**config.mk**
```make
export PLATFORM = sky130hd
export DESIGN_NAME = adder_8bit_seq_ctrl
export DESIGN_NICKNAME = d
export VERILOG_FILES = /design/src/rtl/adder_8bit_seq_ctrl.sv
export SDC_FILE = /design/constraint.sdc
export NUM_CORES = 1
export LEC_CHECK = 0
export ABC_CLOCK_PERIOD_IN_PS = 4000
export CAP_MARGIN = 20
export CORE_MARGIN = 8
export CORE_UTILIZATION = 54
export DETAILED_ROUTE_END_ITERATION = 10
export PLACE_DENSITY = 0.85
export SYNTH_ARGS = -nofsm -noshare
export SYNTH_HDL_FRONTEND = slang
export SYNTH_SLANG_ARGS = --single-unit
```
**constraint.sdc**
```tcl
create_clock -name clk -period 4 [get_ports clk]
set_input_delay 0.8 -clock clk [delete_from_list [all_inputs] [get_ports clk]]
set_output_delay 0.8 -clock clk [all_outputs]
set_load 0.05 [all_outputs]
```
**src/rtl/adder_8bit_seq_ctrl.sv**
```systemverilog
// Wide unsigned adder that reuses a single 8-bit add slice, one byte per clock.
// Optional signed-overflow output enabled by defining ADDSEQ_OVF_EN.
module adder_8bit_seq_ctrl #(
  parameter int NBYTES = 4
) (
  input  logic                  clk,
  input  logic                  rst_n,
  input  logic                  start_valid,
  output logic                  start_ready,
  input  logic [8*NBYTES-1:0]   a,
  input  logic [8*NBYTES-1:0]   b,
  input  logic                  cin,
  output logic                  res_valid,
  input  logic                  res_ready,
  output logic [8*NBYTES-1:0]   sum,
  output logic                  cout,
`ifdef ADDSEQ_OVF_EN
  output logic                  ovf,
`endif
  output logic                  busy
);

  localparam int W     = 8 * NBYTES;
  localparam int IDX_W = (NBYTES > 1) ? $clog2(NBYTES) : 1;
  localparam logic [IDX_W-1:0] LAST_IDX = IDX_W'(NBYTES - 1);

  typedef enum logic [1:0] {IDLE, RUN, DONE} state_e;

  state_e           state_q, state_d;
  logic [IDX_W-1:0] idx_q, idx_d;
  logic             carry_q, carry_d;
  logic [W-1:0]     a_q, a_d;
  logic [W-1:0]     b_q, b_d;
  logic [W-1:0]     sum_q, sum_d;
  logic             cout_q, cout_d;
  logic             init_q;
`ifdef ADDSEQ_OVF_EN
  logic             ovf_q, ovf_d;
`endif

  logic [7:0] a_byte, b_byte;
  logic [8:0] add_res;
  logic       accept;

  // init_q keeps start_ready low until the first edge after reset release.
  assign start_ready = init_q && (state_q == IDLE);
  assign res_valid   = (state_q == DONE);
  assign busy        = (state_q != IDLE);
  assign sum         = sum_q;
  assign cout        = cout_q;
`ifdef ADDSEQ_OVF_EN
  assign ovf         = ovf_q;
`endif

  assign accept  = start_valid && start_ready;
  assign a_byte  = a_q[8*int'(idx_q) +: 8];
  assign b_byte  = b_q[8*int'(idx_q) +: 8];
  assign add_res = {1'b0, a_byte} + {1'b0, b_byte} + {8'd0, carry_q};

  always_comb begin
    state_d = state_q;
    idx_d   = idx_q;
    carry_d = carry_q;
    a_d     = a_q;
    b_d     = b_q;
    sum_d   = sum_q;
    cout_d  = cout_q;
`ifdef ADDSEQ_OVF_EN
    ovf_d   = ovf_q;
`endif
    case (state_q)
      IDLE: begin
        if (accept) begin
          a_d     = a;
          b_d     = b;
          carry_d = cin;
          idx_d   = '0;
          sum_d   = '0;
          state_d = RUN;
        end
      end
      RUN: begin
        sum_d[8*int'(idx_q) +: 8] = add_res[7:0];
        carry_d = add_res[8];
        if (idx_q == LAST_IDX) begin
          cout_d  = add_res[8];
`ifdef ADDSEQ_OVF_EN
          // Carry into the MSB is recovered from the MSB sum bit and its operands.
          ovf_d   = (a_byte[7] ^ b_byte[7] ^ add_res[7]) ^ add_res[8];
`endif
          state_d = DONE;
        end else begin
          idx_d = idx_q + IDX_W'(1);
        end
      end
      DONE: begin
        if (res_ready) state_d = IDLE;
      end
      default: state_d = IDLE;
    endcase
  end

  always_ff @(posedge clk or negedge rst_n) begin
    if (!rst_n) begin
      state_q <= IDLE;
      idx_q   <= '0;
      carry_q <= 1'b0;
      a_q     <= '0;
      b_q     <= '0;
      sum_q   <= '0;
      cout_q  <= 1'b0;
      init_q  <= 1'b0;
`ifdef ADDSEQ_OVF_EN
      ovf_q   <= 1'b0;
`endif
    end else begin
      state_q <= state_d;
      idx_q   <= idx_d;
      carry_q <= carry_d;
      a_q     <= a_d;
      b_q     <= b_d;
      sum_q   <= sum_d;
      cout_q  <= cout_d;
      init_q  <= 1'b1;
`ifdef ADDSEQ_OVF_EN
      ovf_q   <= ovf_d;
`endif
    end
  end

endmodule

```
# Word level (Yosys, flattened, before mapping)
# Index checks and enable logic that the tools add are counted.
[totals] reg_bits=103 out_inout_bits=36 inputBits=69 wordCells=45
[op_classes] n_eq_ne=7 n_addsub=4 n_reduce_logical=10 shift=4 mux=12
[ops] op="32-bit one-hot mux with 2 select lines" count=1
[ops] op="32-bit by 6-bit variable part select with 8-bit output" count=2
[ops] op="5-bit negator with 33-bit output" count=1
[ops] op="8-bit by 33-bit variable shift with 32-bit output (first input constant)" count=1
[ops] op="8-bit by 33-bit variable part select with 32-bit output" count=1
[ops] op="32-bit bitwise mux" count=1
[ops] op="32-bit 2-to-1 mux" count=1
[ops] op="2-bit 2-to-1 mux" count=5
[ops] op="8-bit by 8-bit adder with 9-bit output" count=1
[ops] op="9-bit by 1-bit adder with 9-bit output" count=1
[ops] op="2-bit != test (second input constant)" count=3
[ops] op="2-bit one-hot mux with 3 select lines" count=1
[ops] op="2-bit AND reduction" count=3
[ops] op="3-bit AND reduction" count=2
[ops] op="2-bit equality test (second input constant)" count=2
[ops] op="2-bit one-hot mux with 2 select lines" count=1
[ops] op="2-bit nonzero test" count=2
[ops] op="2-bit by 1-bit adder with 2-bit output (second input constant)" count=1
[ops] op="2-bit by 1-bit equality test with 1-bit output (second input constant)" count=1
[ops] op="1-bit logical AND" count=2
[ops] op="2-bit zero test" count=1
[ops] op="2-bit by 1-bit != test with 1-bit output (second input constant)" count=1
[ops] op="1-bit one-hot mux with 2 select lines" count=1
[ops] op="1-bit 2-to-1 mux" count=1

# Longest topological paths before layout
# Gate-level depths: netlist of the first run.
[logic_depth] depth_word=6 ltp_mapped=10 mapped_depth_nobuf=9

# Least setup slack after synthesis of the first run
# OpenSTA, ideal clock, no wires.
[synth_path] kind="flip-flop to flip-flop" from="reg idx_q[0]" to="reg sum_q[14] (netlist: sum[14])" required_time_ns=3.933 setup_slack_ns=1.252 n_path_buf=1 t_arrival_ns=2.681 setup_ns=0.067 period_less_slack_ns=2.748 path_stages_with_launch=11 path_cell_list="dfrtp_1 > buf_2 > mux4_2 > fa_1 > inv_1 > fa_1 > nor2b_1 > o2111ai_1 > a31oi_1 > a31oi_1 > a22o_1"
[synth_between] elab_chain_cells=6 word_cells_on_any_way=9 cone_classes="add/sub: 3; shift: 4; mux: 2"
[synth_rtl] item="from (decl)" line="30" text="logic [IDX_W-1:0] idx_q, idx_d;"
[synth_rtl] item="from (signal assigned)" line="118" text="idx_q <= idx_d;"
[synth_rtl] item="32-bit by 6-bit variable part select with 8-bit output, on equally long branches" line="56, 57"
[synth_rtl] item="8-bit by 8-bit adder with 9-bit output" line="58" text="assign add_res = {1'b0, a_byte} + {1'b0, b_byte} + {8'd0, carry_q};"
[synth_rtl] item="9-bit by 1-bit adder with 9-bit output" line="58"
[synth_rtl] item="8-bit by 33-bit variable part select with 32-bit output" line="83" text="sum_d[8*int'(idx_q) +: 8] = add_res[7:0];"
[synth_rtl] item="32-bit bitwise mux (*)" line="83"
[synth_rtl] item="32-bit one-hot mux with 2 select lines (*)" line="71" text="case (state_q)"
[synth_rtl] item="to (signal assigned)" line="122" text="sum_q <= sum_d;"
[synth_rtl] item="to (decl)" line="34" text="logic [W-1:0] sum_q, sum_d;"
# Mark *: on every way between the ends. The rest lies on a longest branch, timed or not.
# A chain may end at the register's enable or synchronous reset.

# Worst setup path after layout of the first run
[layout_path] from="reg idx_q[0]" to="reg sum_q[15] (netlist: sum[15])"
# Same word-level chain as after synthesis.

==> flow_metrics.py, run 1 <==
metrics = {
    "drt": {
        "viasPerCell": 5.60,
        "drt-total-wl_um": 10400,
        "num_vias": 3015,
        "wire_per_inst_um": 19.4,
        "firstDrtPassIters": 4,
        "dr.first_iter.drc_count": 137,
        "route.detailed.drc": 0,
        "postRouteAntennaNets": 0,
    },
    "yosys": {
        "synth_compound_area_share_pct": 9.97,
        "syn_area_um2": 4670,
        "syn_avg_cell_area_um2": 14.6,
        "ys_seq_area_share_pct": 55.2,
        "synth_simple_gate_area_share_pct": 3.30,
        "synth_mux_area_share_pct": 23.6,
        "syn-num-nets": 401,
        "yosysWarningCount": 0,
        "synth-xor-area-share_pct": 0.750,
        "yosys.cell_types.count": 42,
        "synth_cells": 319,
        "synth_top_family_by_area": "multiplexers",
        "ys_ff_latch": 103,
        "yosys.area_share.adder_pct": 3.80,
    },
    "layout": {
        "fillers": 602,
        "finish.net_count": 507,
        "diodes": 0,
        "drive_above_1_share_pct": 25.8,
        "areaGrowthSynthToFinish_pct": 28.5,
    },
    "global_route": {
        "grt_max_degree": 40,
        "track_usage_pct": 18.8,
        "grt_pass1_wl_um": 17500,
        "grtUsageMet3_pct": 4.79,
        "busiest_layer": "met2",
        "use_met1_pct": 24.6,
        "grt_overflow_total": 0,
        "use_met2_pct": 30.7,
        "antenna_found_initial": 0,
        "grt_pass1_vias": 3400,
    },
    "place": {
        "portBuffers": 104,
        "place_congestion": 0.792,
        "place_ws_ns": 0.849,
        "hpwl_um": 8010,
    },
    "timing": {
        "drv_slew": 0,
        "clock_skew_ns": 0.0112,
        "worst_pin_slew_ns": 0.996,
        "min_period_over_period_pct": 79.6,
        "fin_crit_ns": 3.18,
        "worst_slack_ns": 0.817,
        "relSlewSlack_pct": 33.5,
        "rsz0062_at_grt": "no",
        "setup-violations-final": 0,
        "max_freq_mhz": 314,
        "final.setup.tns_ns": 0,
        "hold_viol": 0,
    },
    "clock_network": {
        "cts_resized": 0,
        "hold_buffers": 0,
        "numClockSinks": 103,
        "clk_path_buf_depth": 2,
        "htreeDepth": 3,
        "cts-root-buf": "clkbuf_8",
        "cts_tree": "yes",
        "clock_latency_ns": 0.36,
        "clk_pin_slew_ns": 0.09,
        "post_cts_buffers": 0,
        "numCtsBuffers": 9,
    },
    "worst_hold_path": {
        "min_path_type": "in -> async",
    },
    "worst_setup_path": {
        "crit_fanout": 13,
        "reg2reg_depth": 8,
        "worst-path-buf-inv": 1,
        "slowest_stage": "dfrtp_1",
        "cp.depth": 8,
        "cp_cell_sequence": "buf_4 -> mux4_2 -> ha_1 -> o211ai_1 -> o21bai_1 -> o21ai_0 -> a41oi_1 -> a22o_1",
        "critical_path.top_delay_family": "compound AO/OA/AOI/OAI gates",
        "startpoint_type": "flop",
        "crit_arrival_ns": 3.48,
        "required_ns": 4.29,
        "cp-end-kind": "flop",
        "crit_path_max_incr_delay_ns": 0.78,
        "critPathKind": "reg -> reg",
    },
    "pwr": {
        "vdd_ir_drop_max_uv": 439,
        "powerDensity_nw_per_um2": 938,
        "leakage_nw": 2.55,
    },
    "floorplanning": {
        "die_h_um": 109,
        "die-width_um": 109,
        "rows": 34,
        "dieArea_um2": 11900,
        "initial_utilization_pct": 54.6,
        "io_pins": 105,
        "core_area_um2": 8550,
    },
    "run_status": {
        "status": "completed",
    },
    "flow_run": {
        "maxCapViolCount": 0,
    },
}
[synth_stat cells, drive strengths merged]
library cell	n	area share (%)
mux4	16	7.7
and3	1	0.13
buf	12	1.9
a31oi	2	0.27
and3b	1	0.19
a22oi	2	0.32
a22o	28	5.3
and2	1	0.13
o2111ai	1	0.19
mux2i	1	0.21
a21oi	7	1.6
nor2b	2	0.27
xor2	1	0.19
o21ai	10	1.1
ha	11	2.9
a21o	3	0.48
conb	1	0.080
nor3	2	0.32
nor4	1	0.27
dfrtp	103	55
o21a	1	0.16
o21bai	1	0.16
o211ai	1	0.16
mux2	65	16
a41oi	1	0.19
clkbuf	3	0.29
inv	14	1.1
nor2	8	0.64
nand2	10	0.80
nand2b	2	0.27
nor3b	1	0.27
xnor2	3	0.56
fa	2	0.86
a211oi	1	0.16
[power by group]
| part | leakage [nW] | total [W] | internal [W] | switching, W |
|---|---|---|---|---|
| registers | 1.29 | 0.00182 | 0.00151 | 0.000316 |
| logic | 1.16 | 0.00314 | 0.00139 | 0.00176 |
| clock network | 0.0988 | 0.000665 | 0.000325 | 0.000340 |
| total | 2.55 | 0.00563 | 0.00322 | 0.00241 |
[sequential cells by signal, summed over array words and instances, names as in the netlist]
| name | cells |
|---|---|
| cout | 1 |
| init_q | 1 |
| idx_q | 2 |
| a_q | 32 |
| b_q | 32 |
| carry_q | 1 |
| sum | 32 |
| state_q | 2 |
[metal layers]
metal | vias up | part of all wire, %
li1 | 1383 | -
met3 | 10 | 6.5
met5 | - | 0
met2 | 102 | 48
met1 | 1520 | 44
met4 | 0 | 1.0
[kinds of logic (layout without fill, tap and decap cells)]
kind of cell | Yosys count | count (layout)
compound gates | 58 | 58
xor+xnor | 4 | 4
fa+ha+maj | 13 | 13
buf+inv | 29 | 140
flops | 103 | 103
mux | 82 | 82
other cells | 1 | 1
simple gates | 29 | 29
[placed cells by master (no fill, tap or decap), types with 3 or more instances in the layout]
master,instances
dfrtp_1,103
clkdlybuf4s50_1,103
mux2_2,65
a22o_1,28
mux4_2,16
inv_1,14
ha_1,11
clkbuf_8,11
nand2_1,10
o21ai_0,9
nor2_1,8
buf_4,7
a21oi_4,3
a21o_1,3
xnor2_1,3
a21oi_1,3
[cell type report]
class / count / area, um^2 / share of cell area [%]
timing repair buffer: 110 / 1080 / 18.1
inverter: 14 / 52.6 / 0.876
tap: 108 / 135 / 2.25
sequential: 103 / 2580 / 43.0
clock buffer: 12 / 155 / 2.59
multi-input combinational: 187 / 1940 / 32.4
clock inverter: 4 / 53.8 / 0.897
[worst paths after layout]
kind | start | to | slack (ns)
setup / recovery | idx_q[0] | sum[15] | 0.82
hold / removal | rst_n | sum[24] | 0.35
setup reg to reg | idx_q[0] | sum[15] | 0.82
hold reg to reg | sum[17] | sum[17] | 0.49
max in group asynchronous | rst_n | b_q[13] | 2.83
min in group clk | sum[17] | sum[17] | 0.49
[worst register-to-register path, stage by stage, from the launching register on]
cell      delay, ns
dfrtp_1        0.78
buf_4          0.35
mux4_2         0.53
ha_1           0.38
o211ai_1       0.12
o21bai_1       0.28
o21ai_0        0.15
a41oi_1        0.34
a22o_1         0.20
[stage by stage]
stage                     instances  hold slack, ns  power, W  area [um^2]  util, %
after detailed placement        522           0.477   0.00497         5790     67.7
after floorplan                 319           0.475   0.00408         4670        -
after global placement          522           0.471   0.00482         5790     67.7
final                           538           0.353   0.00563         6000     70.1
after global routing            538           0.373   0.00603         6000     70.1
after CTS                       538           0.358   0.00566         6000     70.1
Note: power is estimated with default switching activity, not from simulation.
==> inputs of run 2 (changes only) <==
==> config.mk (replaced) <==
export PLATFORM = sky130hd
export DESIGN_NAME = adder_8bit_seq_ctrl
export DESIGN_NICKNAME = d
export VERILOG_FILES = /design/src/rtl/adder_8bit_seq_ctrl.sv
export SDC_FILE = /design/constraint.sdc
export NUM_CORES = 1
export LEC_CHECK = 0
export ABC_CLOCK_PERIOD_IN_PS = 2600
export CAP_MARGIN = 20
export CORE_MARGIN = 8
export CORE_UTILIZATION = 46
export DETAILED_ROUTE_END_ITERATION = 10
export PLACE_DENSITY = 0.77
export SYNTH_ARGS = -nofsm -noshare
export SYNTH_HDL_FRONTEND = slang
export SYNTH_SLANG_ARGS = --single-unit
==> constraint.sdc (replaced) <==
create_clock -name clk -period 2.6 [get_ports clk]
set_input_delay 0.52 -clock clk [delete_from_list [all_inputs] [get_ports clk]]
set_output_delay 0.52 -clock clk [all_outputs]
set_load 0.05 [all_outputs]
==> flow_metrics.py, run 2 (same netlist as run 1, synthesis figures left out) <==
metrics = {
    "run_status": {
        "status": "complete, but fails checks",
        "failed_checks": "setup timing",
    },
    "clock_network": {
        "clock_latency_ns": 0.37,
        "cts_tree": "yes",
        "hold_buffers": 0,
        "clk_path_buf_depth": 2,
        "htreeDepth": 3,
        "clk_pin_slew_ns": 0.11,
        "cts-root-buf": "clkbuf_8",
        "numCtsBuffers": 9,
        "numClockSinks": 103,
    },
    "floorplanning": {
        "die_h_um": 117,
        "io_pins": 105,
        "initial_utilization_pct": 47.6,
        "dieArea_um2": 13600,
        "die-width_um": 117,
        "rows": 36,
        "core_area_um2": 9820,
    },
    "drt": {
        "firstDrtPassIters": 4,
        "dr.first_iter.drc_count": 145,
        "num_vias": 3150,
        "postRouteAntennaNets": 0,
        "viasPerCell": 5.37,
        "route.detailed.drc": 0,
        "drt-total-wl_um": 11100,
        "wire_per_inst_um": 19.0,
    },
    "timing": {
        "worst_slack_ns": -0.0783,
        "rsz0062_at_grt": "yes",
        "hold_viol": 0,
        "timing.hold.ws_ns": 0.158,
        "clock_skew_ns": 0.0155,
        "fin_crit_ns": 2.68,
        "drv_slew": 0,
        "setup-violations-final": 12,
        "max_freq_mhz": 373,
        "worst_pin_slew_ns": 0.644,
        "relSlewSlack_pct": 57.1,
        "min_period_over_period_pct": 103,
    },
    "layout": {
        "fillers": 770,
        "final_cell_mix": "clkdlybuf4s50_1, dfrtp_1, mux2_2, a22o_1, buf_4",
        "final_common_cell": "clkdlybuf4s50_1",
        "finish.net_count": 531,
        "finalCoreUtilization_pct": 65.6,
        "drive_above_1_share_pct": 34.6,
        "diodes": 0,
        "areaGrowthSynthToFinish_pct": 37.9,
    },
    "worst_setup_path": {
        "crit_arrival_ns": 2.94,
        "crit_top_cell": "fa_2",
        "critPathKind": "reg -> reg",
        "startpoint_type": "flop",
        "reg2reg_slack_ns": -0.08,
        "crit_fanout": 6,
        "crit_path_max_incr_delay_ns": 0.52,
        "required_ns": 2.86,
        "cp_cell_sequence": "buf_12 -> mux4_2 -> fa_2 -> inv_2 -> fa_2 -> nor2b_4 -> o2111ai_4 -> buf_6 -> a31oi_4 -> a22o_1",
        "slowest_stage": "mux4_2",
        "cp-end-kind": "flop",
    },
    "pwr": {
        "vdd_ir_drop_max_uv": 770,
        "leakage_nw": 2.71,
        "powerDensity_nw_per_um2": 1590,
    },
    "global_route": {
        "track_usage_pct": 17.0,
        "grt_pass1_vias": 3563,
        "grt_max_degree": 54,
        "antenna_found_initial": 0,
        "grt_overflow_total": 0,
        "grt_pass1_wl_um": 18100,
    },
    "flow_run": {
        "maxCapViolCount": 0,
    },
    "place": {
        "place_congestion": 0.848,
        "hpwl_um": 8260,
        "portBuffers": 104,
    },
    "worst_hold_path": {
        "min_path_type": "in -> async",
    },
}
-- run 2: what timing repair did --
action,CTS,global route
buffers inserted,11,1
pin swaps,6,14
gates cloned,1,0
setup endpoints to repair,15,18
gates resized for setup,18,14
-- run 2: per-layer routing --
metal	vias to the layer above	track usage [%]	share of wire, %
li1	1424	-	-
met1	1606	21.4	44
met2	108	28.1	48
met3	12	5.12	6.3
met4	0	4.52	1.2
met5	-	0	0
-- run 2: cell type report --
type / instances / area [um^2] / area share (%)
clock inverters: 6 / 70.1 / 1.09
clock buffers: 10 / 128 / 1.98
repair buffers: 134 / 1340 / 20.8
flip-flops and latches: 103 / 2580 / 40.0
well taps: 133 / 166 / 2.58
multi-input cells: 187 / 2100 / 32.7
inverters: 14 / 52.6 / 0.816
-- run 2: through the flow --
stage	worst slack [ns]	std cells	total power [W]	setup TNS, ns	instance area (um^2)
3_3_place_gp	-0.0750	558	0.00783	-0.315	5940
2_1_floorplan	0.0167	319	0.00630	0	4680
4_1_cts	-0.0235	586	0.00972	-0.0995	6350
6_report	-0.0783	587	0.0102	-0.508	6440
3_5_place_dp	-0.174	558	0.00804	-1.28	5940
5_1_grt	-0.165	587	0.0108	-1.78	6440
-- run 2: worst max-delay path: cells and delay by family, from the launching register on --
| family | cells | cell delay [ns] |
|---|---|---|
| AND/OR/NAND/NOR | 1 | 0.06 |
| AO/OA/AOI/OAI | 3 | 0.58 |
| multiplexers | 1 | 0.52 |
| flip-flops | 1 | 0.43 |
| adder cells (fa/ha/maj) | 2 | 0.63 |
| buffers and inverters | 3 | 0.34 |
-- run 2: worst paths after layout --
path	startpoint	to	depth (start not counted)
worst max-delay path	idx_q[0]	sum[14]	10
worst min-delay path	rst_n	a_q[19]	1
worst max register to register	idx_q[0]	sum[14]	10
worst min register to register	sum[9]	sum[9]	2
max in group asynchronous	rst_n	idx_q[0]	2
min in group clk	sum[9]	sum[9]	2
-- run 2: where the power goes --
part / switching (W) / internal, W / total (W)
registers: 0.000442 / 0.00232 / 0.00276
logic: 0.00329 / 0.00315 / 0.00644
clock network: 0.000556 / 0.000453 / 0.00101
total: 0.00429 / 0.00592 / 0.0102
